File: config.mk
export PLATFORM = sky130hd
export DESIGN_NAME = tdot_feeder
export DESIGN_NICKNAME = d
export VERILOG_FILES = /design/src/rtl/tdot_pkg.sv /design/src/rtl/tdot_skew.sv /design/src/rtl/tdot_feeder.sv
export SDC_FILE = /design/constraint.sdc
export NUM_CORES = 1
export LEC_CHECK = 0
export BUFFER_PORTS_ARGS = -buffer_cell sky130_fd_sc_hd__buf_2
export CAP_MARGIN = 20
export CORE_AREA = 10 10 244 246
export CTS_BUF_LIST = sky130_fd_sc_hd__clkbuf_16
export CTS_CLUSTER_DIAMETER = 80
export DETAILED_ROUTE_END_ITERATION = 12
export DIE_AREA = 0 0 254 256
export PLACE_DENSITY = 0.53
export SLEW_MARGIN = 0
export SYNTH_ARGS = -nofsm -noshare
export SYNTH_HDL_FRONTEND = slang
export SYNTH_SLANG_ARGS = --single-unit
File: constraint.sdc
create_clock -name clock -period 22.9 [get_ports clock]
set_input_delay 1.145 -clock clock [delete_from_list [all_inputs] [get_ports clock]]
set_output_delay 1.145 -clock clock [all_outputs]
set_load 0.005 [all_outputs]
File: src/rtl/tdot_pkg.sv
// Shared defaults, pipeline latency and operand slice helpers for the tdot feeder.
package tdot_pkg;

  localparam int DEF_WIDTH = 8;
  localparam int DEF_LANES = 5;
  localparam int DEF_TERMS = 3;
  localparam int BIAS_SKEW = 2;

  // Acceptance-to-result distance, in advance cycles.
  function automatic int lat_for(input int terms);
    return terms + 2;
  endfunction

  localparam int LAT = lat_for(DEF_TERMS);

  function automatic int term_lsb(input int t, input int lanes, input int width);
    return t * lanes * width;
  endfunction

  function automatic int term_lane_lsb(input int t, input int l, input int lanes, input int width);
    return (t * lanes + l) * width;
  endfunction

endpackage

File: src/rtl/tdot_skew.sv
// Enabled delay line of DEPTH stages with synchronous clear; DEPTH = 0 is a plain wire.
module tdot_skew #(
  parameter int DEPTH = 1,
  parameter int W     = 8
) (
  input  logic         clock,
  input  logic         reset,
  input  logic         en,
  input  logic [W-1:0] d,
  output logic [W-1:0] q
);

  if (DEPTH == 0) begin : g_wire
    logic unused_ctl;
    assign unused_ctl = ^{clock, reset, en};
    assign q = d;
  end else begin : g_line
    logic [W-1:0] stage [DEPTH];

    always_ff @(posedge clock) begin
      if (reset) begin
        for (int i = 0; i < DEPTH; i++) stage[i] <= '0;
      end else if (en) begin
        stage[0] <= d;
        for (int i = 1; i < DEPTH; i++) stage[i] <= stage[i-1];
      end
    end

    assign q = stage[DEPTH-1];
  end

endmodule

File: src/rtl/tdot_feeder.sv
// Feeds skewed vector jobs into the tdot systolic array and collects its results.
// Define TDOT_FEEDER_PERF_EN to add the perf_done / perf_stall counters.
module tdot_feeder
  import tdot_pkg::*;
#(
  parameter int WIDTH = DEF_WIDTH,
  parameter int LANES = DEF_LANES,
  parameter int TERMS = DEF_TERMS
) (
  input  logic                         clock,
  input  logic                         reset,
  input  logic                         s_valid,
  output logic                         s_ready,
  input  logic [TERMS*LANES*WIDTH-1:0] s_a,
  input  logic [TERMS*LANES*WIDTH-1:0] s_b,
  input  logic [LANES*WIDTH-1:0]       s_bias,
  output logic [TERMS*LANES*WIDTH-1:0] dot_a,
  output logic [TERMS*LANES*WIDTH-1:0] dot_b,
  output logic [LANES*WIDTH-1:0]       dot_bias,
  output logic                         dot_en,
  input  logic [LANES*WIDTH-1:0]       dot_res,
  output logic                         m_valid,
  input  logic                         m_ready,
  output logic [LANES*WIDTH-1:0]       m_data,
  output logic                         busy
`ifdef TDOT_FEEDER_PERF_EN
  ,
  output logic [31:0]                  perf_done,
  output logic [31:0]                  perf_stall
`endif
);

  localparam int PL = lat_for(TERMS);
  localparam int LW = LANES * WIDTH;
  localparam int CW = $clog2(PL + 1);

  // Both sides transfer a beat on valid && ready. Ready on either side depends
  // only on whether the pipeline advances, and advancing is blocked solely by a
  // held result (m_valid && !m_ready), which freezes the whole datapath.
  logic adv;
  logic accept;
  logic done;

  assign adv    = !m_valid || m_ready;
  assign dot_en = adv;
  assign s_ready = adv;
  assign accept = s_valid && adv;
  assign done   = m_valid && m_ready;

  // Bubbles inject zeros so the array accumulates nothing for empty slots.
  logic [TERMS*LW-1:0] a_in;
  logic [TERMS*LW-1:0] b_in;
  logic [LW-1:0]       bias_in;

  assign a_in    = s_valid ? s_a : '0;
  assign b_in    = s_valid ? s_b : '0;
  assign bias_in = s_valid ? s_bias : '0;

  for (genvar t = 0; t < TERMS; t++) begin : g_term
    tdot_skew #(.DEPTH(t), .W(LW)) u_skew_a (
      .clock (clock),
      .reset (reset),
      .en    (adv),
      .d     (a_in[term_lsb(t, LANES, WIDTH) +: LW]),
      .q     (dot_a[term_lsb(t, LANES, WIDTH) +: LW])
    );

    tdot_skew #(.DEPTH(t), .W(LW)) u_skew_b (
      .clock (clock),
      .reset (reset),
      .en    (adv),
      .d     (b_in[term_lsb(t, LANES, WIDTH) +: LW]),
      .q     (dot_b[term_lsb(t, LANES, WIDTH) +: LW])
    );
  end

  tdot_skew #(.DEPTH(BIAS_SKEW), .W(LW)) u_skew_bias (
    .clock (clock),
    .reset (reset),
    .en    (adv),
    .d     (bias_in),
    .q     (dot_bias)
  );

  logic [PL-1:0] vld;

  always_ff @(posedge clock) begin
    if (reset) begin
      vld <= '0;
    end else if (adv) begin
      vld <= {vld[PL-2:0], accept};
    end
  end

  assign m_valid = vld[PL-1];
  assign m_data  = dot_res;

  logic [CW-1:0] count;

  always_ff @(posedge clock) begin
    if (reset) begin
      count <= '0;
    end else if (accept && !done) begin
      count <= count + CW'(1);
    end else if (done && !accept) begin
      count <= count - CW'(1);
    end
  end

  assign busy = (count != '0);

`ifdef TDOT_FEEDER_PERF_EN
  // Stall cycles are counted even though the datapath itself is frozen.
  always_ff @(posedge clock) begin
    if (reset) begin
      perf_done  <= '0;
      perf_stall <= '0;
    end else begin
      if (done) perf_done <= perf_done + 32'd1;
      if (m_valid && !m_ready) perf_stall <= perf_stall + 32'd1;
    end
  end
`endif

endmodule

==> impl_metrics.py, run 1 <==
metrics = {
    "flow_run": {
        "maxCapViolations": 0,
    },
    "sta": {
        "grt_setup_unrepaired": "false",
        "tightest_slew_ps": 1040,
        "setup_viol": 0,
        "fmax_ghz": 0.276,
        "maxSlewHeadroom_pct": 30.7,
        "fin_crit_sh_pct": 15.8,
        "slew_viol_final": 0,
        "fin_skew_ps": 20.6,
        "fin_crit_ps": 3620,
        "fin_tns_setup_ps": 0,
        "hold_viol_final": 0,
    },
    "logic_synthesis": {
        "yosysWarnings": 0,
        "synth_cell_types": 22,
        "synth_area_mm2": 0.0139,
        "syn_area_per_cell_um2": 14.4,
        "synth_nets": 1294,
        "synth_seq_cells": 328,
        "syn-instance-count": 968,
        "seq_area_frac_synth_pct": 70.2,
    },
    "pwr": {
        "ir_worst_vdd_v": 0.0000527,
        "p_leak_nw": 8.46,
        "powerDensity_mw_per_mm2": 80.5,
    },
    "critical_path": {
        "crit_chain": "buf_2, nor2b_1, inv_1, buf_2",
        "critical_path_class": "primary input to output pin",
        "path_common_cell": "buf_2",
        "critPathSlowestCell": "nor2b_1",
        "crit_fanout": 9,
        "cp-start-kind": "primary input",
        "cp_num_buf_inv": 3,
        "crit_arrival_ps": 2480,
        "critical-path-top-delay-family": "simple AND/OR/NAND/NOR gates",
        "cp-end-kind": "output pin",
        "critPathMaxStageDelay_ps": 700,
        "cp_data_required_time_ps": 21760,
    },
    "global_route": {
        "grt-ovfl-total": 0,
        "grt_pass1_wl_um": 66000,
        "grt_usage_pct": 14.0,
        "grt_start_max_net_pins": 171,
        "antenna_found_initial": 26,
        "first_global_vias": 9101,
    },
    "layout": {
        "final_cell_mix": "buf_2, and2_1, edfxtp_1",
        "finish.instance_area_mm2": 0.0177,
        "drive_gt1_share_pct": 45.0,
        "syn_to_final_growth_pct": 26.9,
        "num-nets-final": 1703,
        "final_common_cell": "buf_2",
        "fillers": 5517,
    },
    "detailed_routing": {
        "vias_per_cell": 4.02,
        "ant_nets": 0,
        "postRouteWirelength_um": 47400,
        "drt-initial-drc-count": 367,
        "drcViolationCount": 0,
        "wire_per_inst_um": 22.4,
        "first_pass_iters": 4,
        "vias": 8508,
    },
    "outcome": {
        "status": "completed",
    },
    "clock_tree": {
        "insertion_delay_ps": 550,
        "cts_buffer_depth": 3,
        "post_cts_buffers": 0,
        "cts_tree": "built",
        "cts_max_level": 2,
        "ctsResizeCount": 0,
        "cts_buffers": 41,
        "path_clk_slew_ps": 60,
        "cts-root-buf": "clkbuf_16",
        "postCtsHoldBufs": 0,
        "cts_num_sinks": 328,
    },
    "die": {
        "num_rows": 86,
        "initial_core_util_pct": 25.5,
        "dieWidth_um": 254,
        "die_h_um": 256,
        "core_mm2": 0.0547,
        "dieArea_mm2": 0.0650,
        "num_io_pins": 648,
    },
    "hold_path": {
        "min_path_type": "flop to flop",
    },
    "placed_design": {
        "dpl_cell_area_mm2": 0.0163,
        "gp_congestion": 0.807,
        "place.port_buffers": 567,
        "place_hpwl_um": 36900,
    },
}
cell type report:
class	instances	area, um2	share of cell area [%]
repair buffers	573	2920	16.5
inverters	3	11.3	0.0638
clock buffers	43	1080	6.09
clock inverters	31	288	1.63
diodes	7	17.5	0.0992
flip-flops and latches	328	9770	55.3
multi-input cells	430	2700	15.3
well taps	704	881	4.99
cell families (layout without fill, tap and decap cells):
kind of cell	count (synthesis)	in the layout	share of synthesized area [%]
buffers and inverters	210	650	10.5
muxes	1	1	0.0719
DFF	328	328	70.2
AOI/OAI and AO/OA	6	6	0.216
and+or+nand+nor	419	419	18.7
other	0	7	0
xor gates and xnor gates	2	2	0.126
adders and majority gates	2	2	0.234
synthesized netlist by cell type (all sizes together):
cell type | number | share of area, %
and2 | 400 | 18
buf | 167 | 9.0
nand2 | 9 | 0.24
xor2 | 2 | 0.13
nor2 | 5 | 0.15
dfxtp | 8 | 1.2
or3 | 2 | 0.090
nor2b | 1 | 0.045
o21ai | 1 | 0.036
nand2b | 1 | 0.045
mux2i | 1 | 0.072
nor3b | 1 | 0.13
a21oi | 5 | 0.18
ha | 1 | 0.090
inv | 3 | 0.081
edfxtp | 320 | 69
fa | 1 | 0.14
clkbuf | 40 | 1.3
tightest hold or removal path: cells and delay by family, from the launching register on:
family | cells | cell delay [ps]
AOI/OAI and AO/OA | 1 | 50
DFF | 1 | 310
and+or+nand+nor | 1 | 50
stage by stage:
step | instances | setup slack [ps] | utilization [%] | hold slack, ps | power [mW]
floorplan | 968 | 13060 | - | 432 | 0.744
global placement | 2037 | 19100 | 29.7 | 438 | 0.788
detailed placement | 2037 | 19010 | 29.7 | 448 | 0.790
CTS | 2111 | 19300 | 32.2 | 456 | 1.45
global route | 2113 | 19150 | 32.3 | 482 | 1.48
finish | 2119 | 19280 | 32.3 | 460 | 1.42
power by group:
part | internal (mW) | switching [mW] | total (mW) | leakage [nW]
clock network | 0.389 | 0.259 | 0.648 | 0.708
registers | 0.679 | 0.00645 | 0.686 | 3.92
logic | 0.0458 | 0.0434 | 0.0892 | 3.83
total | 1.11 | 0.309 | 1.42 | 8.46
registers in the layout, indices dropped and copies added (netlist names):
register	flops
g_term.u_skew_a.g_line.stage	120
g_term.u_skew_b.g_line.stage	120
u_skew_bias.g_line.stage	80
vld	5
count	3
metal layers:
metal  global-route usage [%]  vias to the layer above  part of all wire [%]
li1                         -                     3906                     -
met2                     26.2                      434                    53
met3                     5.68                       90                   9.3
met5                        0                        -                  0.13
met1                     13.9                     4072                    35
met4                     4.11                        6                   2.5
final timing paths:
check	from	endpoint	slack, ps	depth (start not counted)
max	m_ready	dot_en	19280	4
min	vld[1]	vld[1]	460	2
max reg2reg	vld[4]	g_term[2].u_skew_b.g_line.stage[0][62]	19880	3
min reg2reg	vld[1]	vld[1]	460	2
Note: power is estimated with default switching activity, not from simulation.
==> run 2, diff against run 1 <==
Settings changed: ABC_AREA set to 1, CORE_AREA 10 10 244 246 to unset, CORE_MARGIN set to 10, CORE_UTILIZATION set to 29, DIE_AREA 0 0 254 256 to unset, PLACE_DENSITY 0.53 to 0.57.
Clock period 22.9 ns to 3.6 ns, I/O delays scaled along.
==> impl_metrics.py, run 2 <==
metrics = {
    "clock_tree": {
        "cts_num_sinks": 328,
        "cts-root-buf": "clkbuf_16",
        "cts_buffers": 39,
        "insertion_delay_ps": 530,
        "post_cts_buffers": 0,
        "path_clk_slew_ps": 60,
        "cts_buffer_depth": 3,
        "ctsResizeCount": 0,
        "cts_max_level": 2,
        "postCtsHoldBufs": 200,
        "cts_tree": "built",
    },
    "logic_synthesis": {
        "synth.most_common_cell": "inv_1",
        "syn-instance-count": 1374,
        "synth_nets": 1700,
        "synthArstFlopShare_pct": 0,
        "synthTopCellsByCount": "inv_1, edfxtp_1, nor2_1",
        "yosysWarnings": 0,
        "synth-main-ff-cell": "edfxtp_1",
        "synth_area_mm2": 0.0154,
        "synth_top_area_cell": "edfxtp_1",
        "syn_area_per_cell_um2": 11.2,
        "synth_cell_types": 20,
        "synth_area_leaders": "edfxtp_1, inv_1, buf_4",
        "synth-edff-count": 320,
        "synth_seq_cells": 328,
        "synth_top_cell_area_share_pct": 62.5,
        "seq_area_frac_synth_pct": 63.6,
    },
    "global_route": {
        "first_global_vias": 11800,
        "grt_start_max_net_pins": 100,
        "grt-ovfl-total": 0,
        "grt_pass1_wl_um": 69000,
        "grt_usage_pct": 14.1,
        "antenna_found_initial": 3,
    },
    "detailed_routing": {
        "wl_met3_um": 3520,
        "ant_nets": 0,
        "met1_length_um": 16200,
        "drt-initial-drc-count": 458,
        "met2_length_um": 23500,
        "first_pass_iters": 4,
        "postRouteWirelength_um": 45900,
        "vias": 10700,
        "vias_per_cell": 3.94,
        "wire_per_inst_um": 16.9,
        "routed.top_layer": "met5",
        "drcViolationCount": 0,
    },
    "sta": {
        "grt_setup_unrepaired": "false",
        "fin_tns_setup_ps": 0,
        "maxSlewHeadroom_pct": 45.6,
        "slew_viol_final": 0,
        "setup_viol": 0,
        "fin_skew_ps": 13.2,
        "whs_ps": 28.1,
        "fmax_ghz": 0.459,
        "hold_viol_final": 0,
        "fin_crit_ps": 2180,
        "tightest_slew_ps": 817,
        "fin_crit_sh_pct": 60.5,
    },
    "placed_design": {
        "place.port_buffers": 567,
        "gp_congestion": 1.13,
        "place_hpwl_um": 33800,
    },
    "die": {
        "dieArea_mm2": 0.0626,
        "die_h_um": 250,
        "num_io_pins": 648,
        "dieWidth_um": 250,
        "core_mm2": 0.0526,
        "num_rows": 84,
        "initial_core_util_pct": 29.2,
    },
    "layout": {
        "top_regs": "g_term.u_skew_a.g_line.stage: 120 flops, g_term.u_skew_b.g_line.stage: 120 flops, u_skew_bias.g_line.stage: 80 flops",
        "final_common_cell": "buf_2",
        "num-nets-final": 2323,
        "final_cell_mix": "buf_2, inv_1, edfxtp_1",
        "drive_gt1_share_pct": 37.0,
        "syn_to_final_growth_pct": 36.4,
    },
    "pwr": {
        "powerDensity_mw_per_mm2": 439,
        "ir_worst_vdd_v": 0.000282,
        "p_leak_nw": 10.9,
    },
    "critical_path": {
        "cp-end-kind": "flop",
        "cp-start-kind": "primary input",
        "cp_data_required_time_ps": 3760,
        "crit_arrival_ps": 2340,
        "crit_fanout": 99,
        "critical_path_class": "primary input to flop",
    },
    "outcome": {
        "status": "completed",
    },
    "flow_run": {
        "maxCapViolations": 0,
    },
    "hold_path": {
        "min_path_type": "primary input to flop",
    },
}
==> run 2: changes by cell type after synthesis, moves of 4 or more <==
cell	delta
buf_2	+5
and2_1	-400
buf_12	+10
nor2_4	+101
buf_6	+8
nor2_1	+220
nand2_1	+79
clkbuf_1	+4
inv_1	+409
clkbuf_2	-30
==> run 2: area by class of cell <==
| cell class | count | area (um2) |
|---|---|---|
| timing repair buffer | 787 | 5050 |
| clock inverter | 28 | 245 |
| tap | 688 | 861 |
| inverter | 414 | 1550 |
| fill | 4980 | 31600 |
| multi-input combinational | 427 | 2450 |
| sequential | 328 | 9770 |
| clock buffer | 41 | 1030 |
| antenna | 2 | 5.00 |
==> run 2: final timing paths <==
kind	from	to	slack [ps]	cells after the start
worst max-delay path	reset	g_term[2].u_skew_b.g_line.stage[0][50]	1420	5
worst min-delay path	s_b[115]	g_term[2].u_skew_b.g_line.stage[0][35]	30	3
worst max register to register	vld[4]	g_term[2].u_skew_b.g_line.stage[0][50]	1460	4
worst min register to register	vld[0]	vld[0]	480	2
==> run 2: worst max-delay path, cell delays in order <==
cell	delay [ps]
dlygate4sd3_1	540
buf_2	120
inv_1	200
nand2_8	650
buf_4	560
==> run 2: metal layers <==
metal	GRT usage, %	vias up
li1	-	5137
met1	14.3	4995
met2	25.0	466
met3	4.51	103
met4	8.45	2
met5	0	-
==> run 2: logic make-up (layout without fill, tap and decap cells) <==
kind of cell	after synthesis	after routing	share of synthesized area, %
AO/OA/AOI/OAI	8	8	0.285
adder cells (fa/ha/maj)	2	2	0.212
buffers and inverters	619	1270	20.7
flip-flops	328	328	63.6
other	0	2	0
AND/OR/NAND/NOR	417	417	15.2
==> run 2: metrics by stage <==
| step | cell area (um2) | utilization [%] | setup slack [ps] | power [mW] | instances |
|---|---|---|---|---|---|
| after detailed placement | 17600 | 33.6 | 1420 | 5.21 | 2443 |
| after CTS | 20900 | 39.8 | 1410 | 9.32 | 2712 |
| final | 21000 | 39.9 | 1420 | 9.19 | 2715 |
| after global routing | 21000 | 39.9 | 1300 | 9.56 | 2715 |
| after floorplan | 15400 | - | 460 | 4.90 | 1374 |
| after global placement | 17600 | 33.6 | 1480 | 5.20 | 2443 |
==> run 2: report_power, final <==
part,switching (mW),internal [mW],total [mW],leakage (nW)
clock network,1.54,2.35,3.89,0.651
logic,0.472,0.453,0.926,6.34
registers,0.0488,4.32,4.37,3.92
total,2.06,7.13,9.19,10.9
==> run 3, diff against run 2 <==
Settings changed: ABC_AREA 1 to 0, CORE_AREA set to 10 10 244 246, CORE_MARGIN 10 to unset, CORE_UTILIZATION 29 to unset, DIE_AREA set to 0 0 254 256, PLACE_DENSITY 0.57 to 0.53.
Clock period 3.6 ns to 2.2 ns, I/O delays scaled along.
==> impl_metrics.py, run 3 (synthesis gave the netlist of run 1 again) <==
metrics = {
    "detailed_routing": {
        "drcViolationCount": 0,
        "wire_per_inst_um": 20.3,
        "vias": 9217,
        "drt-initial-drc-count": 464,
        "ant_nets": 0,
        "postRouteWirelength_um": 47200,
        "vias_per_cell": 3.95,
        "first_pass_iters": 6,
    },
    "critical_path": {
        "crit_fanout": 9,
        "cp_data_required_time_ps": 2660,
        "path_common_cell": "inv_1",
        "r2r_start": "vld[4]",
        "crit_chain": "nor2b_4, inv_1, nand2_1, inv_1, ha_1, inv_1, fa_1, xor2_1, or3_1, a21oi_1",
        "critPathMaxStageDelay_ps": 390,
        "critPathLaunch": "vld[4]",
        "cp-start-kind": "flop",
        "crit_arrival_ps": 2470,
        "critical_path_class": "flop to flop",
        "r2r_slack_ps": 190,
        "timing.rr.end": "count[2]",
        "cp.depth": 10,
        "critical-path-top-delay-family": "adder cells",
        "endpoint": "count[2]",
        "reg2reg_depth": 10,
        "critPathSlowestCell": "fa_1",
        "cp-end-kind": "flop",
        "cp_num_buf_inv": 3,
    },
    "clock_tree": {
        "cts_max_level": 2,
        "cts_num_sinks": 328,
        "cts_tree": "built",
        "cts-root-buf": "clkbuf_16",
        "path_clk_slew_ps": 50,
        "cts_buffer_depth": 3,
        "cts_buffers": 41,
        "insertion_delay_ps": 540,
    },
    "sta": {
        "slew_viol_final": 0,
        "worst_slack_ps": 193,
        "fin_skew_ps": 14.6,
        "fin_tns_setup_ps": 0,
        "grt_setup_unrepaired": "false",
        "hold_viol_final": 0,
        "fin_crit_ps": 2010,
        "setup_viol": 0,
        "fmax_ghz": 0.498,
        "maxSlewHeadroom_pct": 55.3,
        "fin_crit_sh_pct": 91.2,
        "tightest_slew_ps": 668,
    },
    "layout": {
        "fillers": 5285,
        "finish.instance_area_mm2": 0.0199,
        "top_regs": "g_term.u_skew_a.g_line.stage: 120 flops, g_term.u_skew_b.g_line.stage: 120 flops, u_skew_bias.g_line.stage: 80 flops",
        "final_cell_mix": "buf_2, and2_1, edfxtp_1",
        "num-nets-final": 1925,
        "num_antenna_cells": 0,
        "finalNonFillerCells": 2332,
        "syn_to_final_growth_pct": 43.1,
        "drive_gt1_share_pct": 40.4,
        "final_common_cell": "buf_2",
    },
    "pwr": {
        "powerDensity_mw_per_mm2": 740,
        "ir_worst_vdd_v": 0.000452,
        "p_leak_nw": 9.40,
    },
    "die": {
        "num_io_pins": 648,
        "initial_core_util_pct": 25.5,
        "dieArea_mm2": 0.0650,
        "num_rows": 86,
        "core_mm2": 0.0547,
        "dieWidth_um": 254,
        "die_h_um": 256,
    },
    "global_route": {
        "grt_start_max_net_pins": 82,
        "grt_pass1_wl_um": 68500,
        "grt_usage_pct": 14.2,
        "grt-ovfl-total": 0,
        "first_global_vias": 10300,
        "antenna_found_initial": 1,
    },
    "hold_path": {
        "hp-start": "dot_res[23]",
        "min_path_type": "primary input to output pin",
    },
    "placed_design": {
        "dpl_cell_area_mm2": 0.0166,
        "place_inst": 2056,
        "place.port_buffers": 567,
        "place_hpwl_um": 36100,
        "gp_congestion": 0.844,
        "post-place-ws_ps": 212,
    },
    "flow_run": {
        "maxCapViolations": 0,
    },
    "outcome": {
        "status": "completed",
    },
}
-- run 3: per-stage QoR --
stage	hold slack, ps	util, %	power (mW)
floorplan	301	-	7.74
global placement	220	30.4	8.24
detailed placement	220	30.4	8.25
CTS	220	36.4	15.0
global route	220	36.4	15.4
finish	220	36.4	14.7
-- run 3: metal layers --
| metal | GRT usage [%] | wire length (um) | vias to the layer above |
|---|---|---|---|
| met2 | 26.8 | 25600 | 404 |
| met1 | 13.9 | 16200 | 4424 |
| met3 | 5.86 | 4510 | 57 |
| met5 | 0 | 0 | - |
| met4 | 3.64 | 931 | 0 |
| li1 | - | - | 4332 |
-- run 3: report_power, final --
| part | switching, mW | internal (mW) |
|---|---|---|
| clock network | 2.66 | 3.68 |
| logic | 0.528 | 0.735 |
| registers | 0.0713 | 7.07 |
| total | 3.26 | 11.5 |
-- run 3: worst min-delay path by stage --
stage / endpoint / slack (ps) / depth (start not counted)
finish: m_data[23] / 220 / 0
global route: m_data[7] / 220 / 0
CTS: m_data[23] / 220 / 0
detailed placement: m_data[23] / 220 / 0
global placement: m_data[23] / 220 / 0
floorplan: m_data[0] / 300 / 1
-- run 3: repair_timing --
action / 4_1_cts / 5_1_grt
hold buffers: 204 / 0
gates resized for setup: 0 / 0
setup buffers: 0 / 0
endpoints found under the hold margin: 208 / 0
endpoints found under the setup margin: 0 / 0
-- run 3: area by class of cell --
type                    instances  area (um2)  area share, %
clock buffers                  41        1030           5.15
clock inverters                31         240           1.21
inverters                       3        11.3         0.0566
multi-input cells             430        2710           13.6
flip-flops and latches        328        9770           49.1
well taps                     704         881           4.42
repair buffers                795        5270           26.5
